## src/rtl/sequence_detector_moore_verilog.sv

```systemverilog
// Serial pattern detector, Moore FSM. State Sk = length of the longest suffix
// of the input history that is also a prefix of the pattern. The transition
// table is derived from PATTERN/PATTERN_LEN at elaboration (KMP failure rule).
module sequence_detector_moore_verilog #(
   parameter logic [15:0] PATTERN     = 16'b0000_0000_0000_1011,
   parameter int          PATTERN_LEN = 4,
   parameter bit          OVERLAP     = 1'b1
) (
   input  logic clock,
   input  logic reset,
   input  logic sequence_in,
   output logic detector_out
);

   localparam int SW = $clog2(PATTERN_LEN + 1);

   // Only idle and match have fixed meaning; intermediate states are k casts.
   typedef enum logic [SW-1:0] {
      S_IDLE  = '0,
      S_MATCH = SW'(PATTERN_LEN)
   } state_e;

   // Next state after having matched k pattern bits and then receiving b:
   // longest pattern prefix that is a suffix of (prefix_k, b), capped at N.
   // Pattern bit i in time order is PATTERN[PATTERN_LEN-1-i].
   function automatic int next_fn(input int k, input logic b);
      logic [16:0] str;
      int          len;
      int          res;
      logic        ok;
      str = '0;
      len = k + 1;
      for (int i = 0; i < 16; i++) begin
         if (i < k) str[i] = PATTERN[PATTERN_LEN-1-i];
      end
      str[k] = b;
      res    = 0;
      for (int j = 1; j <= 16; j++) begin
         if (j <= len && j <= PATTERN_LEN) begin
            ok = 1'b1;
            for (int i = 0; i < 16; i++) begin
               if (i < j && str[len-j+i] != PATTERN[PATTERN_LEN-1-i]) ok = 1'b0;
            end
            if (ok) res = j;
         end
      end
      return res;
   endfunction

   logic [SW-1:0] nxt0_tbl [PATTERN_LEN+1];
   logic [SW-1:0] nxt1_tbl [PATTERN_LEN+1];

   // Elaboration-time transition table; without overlap the match state
   // forgets its history and behaves exactly like idle.
   for (genvar k = 0; k <= PATTERN_LEN; k++) begin : g_tbl
      localparam int KK = (k == PATTERN_LEN && !OVERLAP) ? 0 : k;
      localparam logic [SW-1:0] N0 = SW'(next_fn(KK, 1'b0));
      localparam logic [SW-1:0] N1 = SW'(next_fn(KK, 1'b1));
      assign nxt0_tbl[k] = N0;
      assign nxt1_tbl[k] = N1;
   end

   state_e state_q, state_d;

   // Next-state lookup; encodings above S_MATCH fall back to idle.
   always_comb begin
      state_d = S_IDLE;
      if (state_q <= S_MATCH) begin
         state_d = sequence_in ? state_e'(nxt1_tbl[state_q])
                               : state_e'(nxt0_tbl[state_q]);
      end
   end

   // State register with synchronous reset taking priority over data.
   always_ff @(posedge clock) begin
      if (reset) state_q <= S_IDLE;
      else       state_q <= state_d;
   end

   assign detector_out = (state_q == S_MATCH);

endmodule

```

## config.mk

```make
export PLATFORM = sky130hd
export DESIGN_NAME = sequence_detector_moore_verilog
export DESIGN_NICKNAME = d
export VERILOG_FILES = /design/src/rtl/sequence_detector_moore_verilog.sv
export SDC_FILE = /design/constraint.sdc
export NUM_CORES = 1
export LEC_CHECK = 0
export CAP_MARGIN = 30
export CORE_AREA = 2 2 39 41
export CTS_CLUSTER_DIAMETER = 200
export DETAILED_ROUTE_END_ITERATION = 12
export DIE_AREA = 0 0 41 43
export GPL_ROUTABILITY_DRIVEN = 0
export GPL_TIMING_DRIVEN = 0
export SYNTH_ARGS = -nofsm -noshare
export SYNTH_HDL_FRONTEND = slang
export SYNTH_SLANG_ARGS = --single-unit
```

## constraint.sdc

```tcl
create_clock -name clock -period 1.85 [get_ports clock]
set_clock_uncertainty 0.05 [all_clocks]
set_input_delay 0.2775 -clock clock [delete_from_list [all_inputs] [get_ports clock]]
set_output_delay 0.2775 -clock clock [all_outputs]
set_load 0.005 [all_outputs]
```

; Yosys cells after proc, flatten, opt, wreduce, memory -nomap -nowiden
; Memory sizes are Yosys's and may differ from the RTL's.
; Index checks and enable logic that the tools add are counted.
[word_totals]
ff_bits = 3
latchBits = 0
mem_bits_rw = 0
mem_bits_ro = 48
out_inout_bits = 1
word_cells = 14
memories = 2
[mem_list]
columns = name, words, word_bits, read_ports, rd_ports_with_merged_regs, write_ports, line
row1 = (name not given), 8, 3, 1, 0, 0, 70  ; : state_e'(nxt0_tbl[state_q]);
row2 = (name not given), 8, 3, 1, 0, 0, 69  ; state_d = sequence_in ? state_e'(nxt1_tbl[state_q])
[op_classes]
n_addsub = 0
multipliers = 0
n_div = 0
n_lt_le_gt_ge = 2
eq_ne = 1
n_shift = 0
muxes = 5
n_bitwise = 2
n_reduce_logical = 1
[ops]
columns = cell, n
row1 = $mux 3, 5
row2 = $ge 4x4->1 const B, 1
row3 = $not 3->4, 1
row4 = $eq 3x3->1 const B, 1
row5 = $le 3x3->1 const B, 1
row6 = $reduce_or 2->1, 1
row7 = $not 1->1, 1

; Logic depth before layout (Yosys ltp)
[logic_depth]
word_depth = 5
ltp_mapped = 2
ltp_nobuf = 2

; Least setup slack after synthesis
; OpenSTA, ideal clock, no wires.
[synth_timing]
kind = reg-to-reg
startpoint = reg state_q[1]
endpoint = reg state_q[1]
setup_ns = 0.074
arrival_time_ns = 0.962
required_ns = 1.726
path_slack_ns = 0.764
stages_incl_launch_ff = 3
path_buffers = 0
synth_period_minus_slack_ns = 1.086
path_cell_list = dfxtp_1 -> or4bb_1 -> a31oi_1
[synth_via]
elab_chain_len = 5
[synth_rtl]
columns = element, line
row1 = from (decl), 63  ; state_e state_q, state_d;
row2 = from (signal assigned), 77  ; else state_q <= state_d;
row3 = $not 3->4 (implied by the code), "69, 70"
row4 = "$mem_v2 8x3, on equally long branches", n/a
row5 = "$mux 3, on equally long branches (2 in a row)", "70, 69"
row6 = $mux 3, 69
; Several ways; a longest one is shown, not always the timed one. The select of a mux whose other input is x is not followed.
; A chain may end at the register's enable or synchronous reset.

; Worst setup path after layout
[layout_timing]
startpoint = reg state_q[2]
endpoint = out detector_out
[layout_via]
elab_chain_len = 1
[layout_rtl]
columns = element, line
row1 = $eq 3x3->1, 80  ; assign detector_out = (state_q == S_MATCH);
row2 = to (decl), 12  ; output logic detector_out
; Every way passes these cells.

==> metrics.md <==
| Metric | Value |
|---|---|
| Worst-Skew Late Latency | between 0.2 and 0.25 ns |
| Share of layout cells above drive strength 1 | approximately 20% |
| Largest area contributor in the netlist | dfxtp_1 |
| Ant diodes | 0 |
| Number of global-route vias before repair | 120 |
| Synth Area per Inst | 10.2 sq um |
| HP Class | register to register |
| RSZ-0062 raised after global routing | no |
| F_max | about 0.60 GHz |
| Max reg flops | 3 |
| Setup violators final | 0 |
| Gate Count Post-Synth | 13 |
| Dpl cells | 32 |
| Top-area cell type share of the netlist area | between 40 and 50% |
| Routed wire length | 271 microns |
| CP required | 1.52 ns |
| Avg WL per Cell | about 7.5 microns |
| Post-route ant nets | 0 |
| Finished Layout Cells | 36 |
| Total power | just under 0.2 mW |
| H-tree level count | 1 |
| Final hold vios | 0 |
| Starting Density | roughly a tenth |
| Fin. max-slew vios | 0 |
| I/O Buffers | 3 |
| Hold buffer count at cts | 0 |
| Number of synthesized flops with an enable pin | 0 |
| Max Cap Viol | 0 |
| Die Y | 43 microns |
| GR Overflow Total | 0 |
| Yosys reg bits | 3 |
| Slew Limit Headroom | 88.0% |
| Clock tree sinks | 3 |
| Clock root buffer | clkbuf_4 |
| Ys flop type | dfxtp_1 |
| Global-route wire length before repair | approximately 480 microns |
| Avg Vias per Cell | 3.39 |
| Register area share after synthesis | 45.3% |
| Max VDD drop | ~0.14 mV |
| Registers with the most flip-flops | state_q (3) |
| Cell with the most instances after synthesis | dfxtp_1 |
| Net count after synthesis | 16 |
| Critical Path Source | state_q[2] |
| Via count of the routed design | approximately 120 |
| Final min period | 1.67 ns |
| Num CTS Buffers | 3 |
| Initial antenna violation count | 0 |
| PwrDens | approximately 930 nW/um^2 |
| # Post-CTS Setup Buffers | 0 |
| Clock Tree Buf Depth | 2 |
| DRT Pass-1 Iters | 2 |
| Top reg by flops | state_q |
| CP Capture Type | output pin |
| Die width | ~41 microns |
| Clk pin slew, worst setup/hold paths | roughly 0.04 ns |
| Total leakage power | approximately 0.068 nW |
| Initial drt markers | 2 |
| CTS tree | built |
| Hold_sp | state_q[1] |
| Final nets | 24 |
| Yosys Warn Count | 0 |
| Actual slew at the worst max-slew pin | 0.179 ns |
| Row count | 14 |
| CP Max Fanout | 6 |
| Period utilization | about nine tenths |
| Syn-to-layout area delta | 57.5% |
| Netlist cell types | 11 |
| DIE AREA | 1760 sq um |
| Core Area | around 1400 sq um |
| Worst EP arrival | between 1 and 1.5 ns |
| Outcome | finished clean |
| Ys async rst share | 0% |
| R2r startpoint | state_q[1] |
| Residual DRC | 0 |
| IO Count | 4 |
| Largest net degree at the start of global routing | 7 |
| Post-CTS Resized | 0 |
| Total track usage | between 4 and 5% |
| Setup TNS | 0 ns |
| Synthesized area | 133 sq um |
| Crit path kind | register to output pin |
| Synth area leaders | dfxtp_1 45%, or4bb_1 8.5%, maj3_1 7.5%, or4b_1 7.5%, or3b_2 6.6% |
| Setup crit start kind | register |
[through the flow]
stage / area, sq um / hold WS, ns / worst slack [ns] / util, %
detailed placement: 183 / 0.418 / 0.315 / 13.2
finish: 209 / 0.436 / 0.175 / 15.1
CTS: 209 / 0.433 / 0.154 / 15.1
floorplan: 133 / 0.297 / 0.764 / -
global placement: 183 / 0.433 / 0.307 / 13.2
global route: 209 / 0.455 / 0.0494 / 15.1
[cell type report]
cell class                      count  area (sq um)
Multi-Input combinational cell     10          72.6
Tap cell                           16          20.0
Fill cell                         164          1170
Sequential cell                     3          60.1
Timing Repair Buffer                3          30.0
Clock buffer                        4          26.3
[power breakdown]
part           leakage (nW)  switching (mW)  total [mW]  internal (mW)
Combinational        0.0287         0.00290     0.00967        0.00676
Clock                0.0150          0.0337       0.114         0.0808
Sequential           0.0245         0.00280      0.0701         0.0673
[cell usage in the layout (no fill, tap or decap), drive strengths merged]
cell / netlist / final
clkdlybuf4s50: 0 / 3
clkbuf: 0 / 4
nor2: 1 / 1
or3b: 1 / 1
a31oi: 1 / 1
or4b: 1 / 1
nand2: 1 / 1
nor3: 1 / 1
nor3b: 1 / 1
nand2b: 1 / 1
dfxtp: 3 / 3
maj3: 1 / 1
or4bb: 1 / 1
[critical path, cell delays in order, from the launching register on]
cell and delay (ns):
dfxtp_1 0.39, nor3b_1 0.20, clkdlybuf4s50_1 0.53
[layer usage]
layer | vias to the layer above | track usage [%] | share of wire, %
met1 | 52 | 4.49 | 44
met2 | 6 | 5.00 | 46
met4 | 0 | 8.00 | 0
met3 | 0 | 3.14 | 9.6
li1 | 64 | - | -
met5 | - | 0 | 0
[cells by family after synthesis]
logic type	Yosys count	share of synthesized area, %
flip-flops	3	45.3
AND/OR/NAND/NOR	8	42.4
adder cells (fa/ha/maj)	1	7.55
AO/OA/AOI/OAI	1	4.72
[path summary, 6_finish.rpt]
path,endpoint,slack [ns],depth (start not counted)
max,detector_out,0.18,2
min,state_q[2],0.44,2
max reg2reg,state_q[1],0.68,2
min reg2reg,state_q[2],0.44,2
Power figures use the tool's default switching activity.
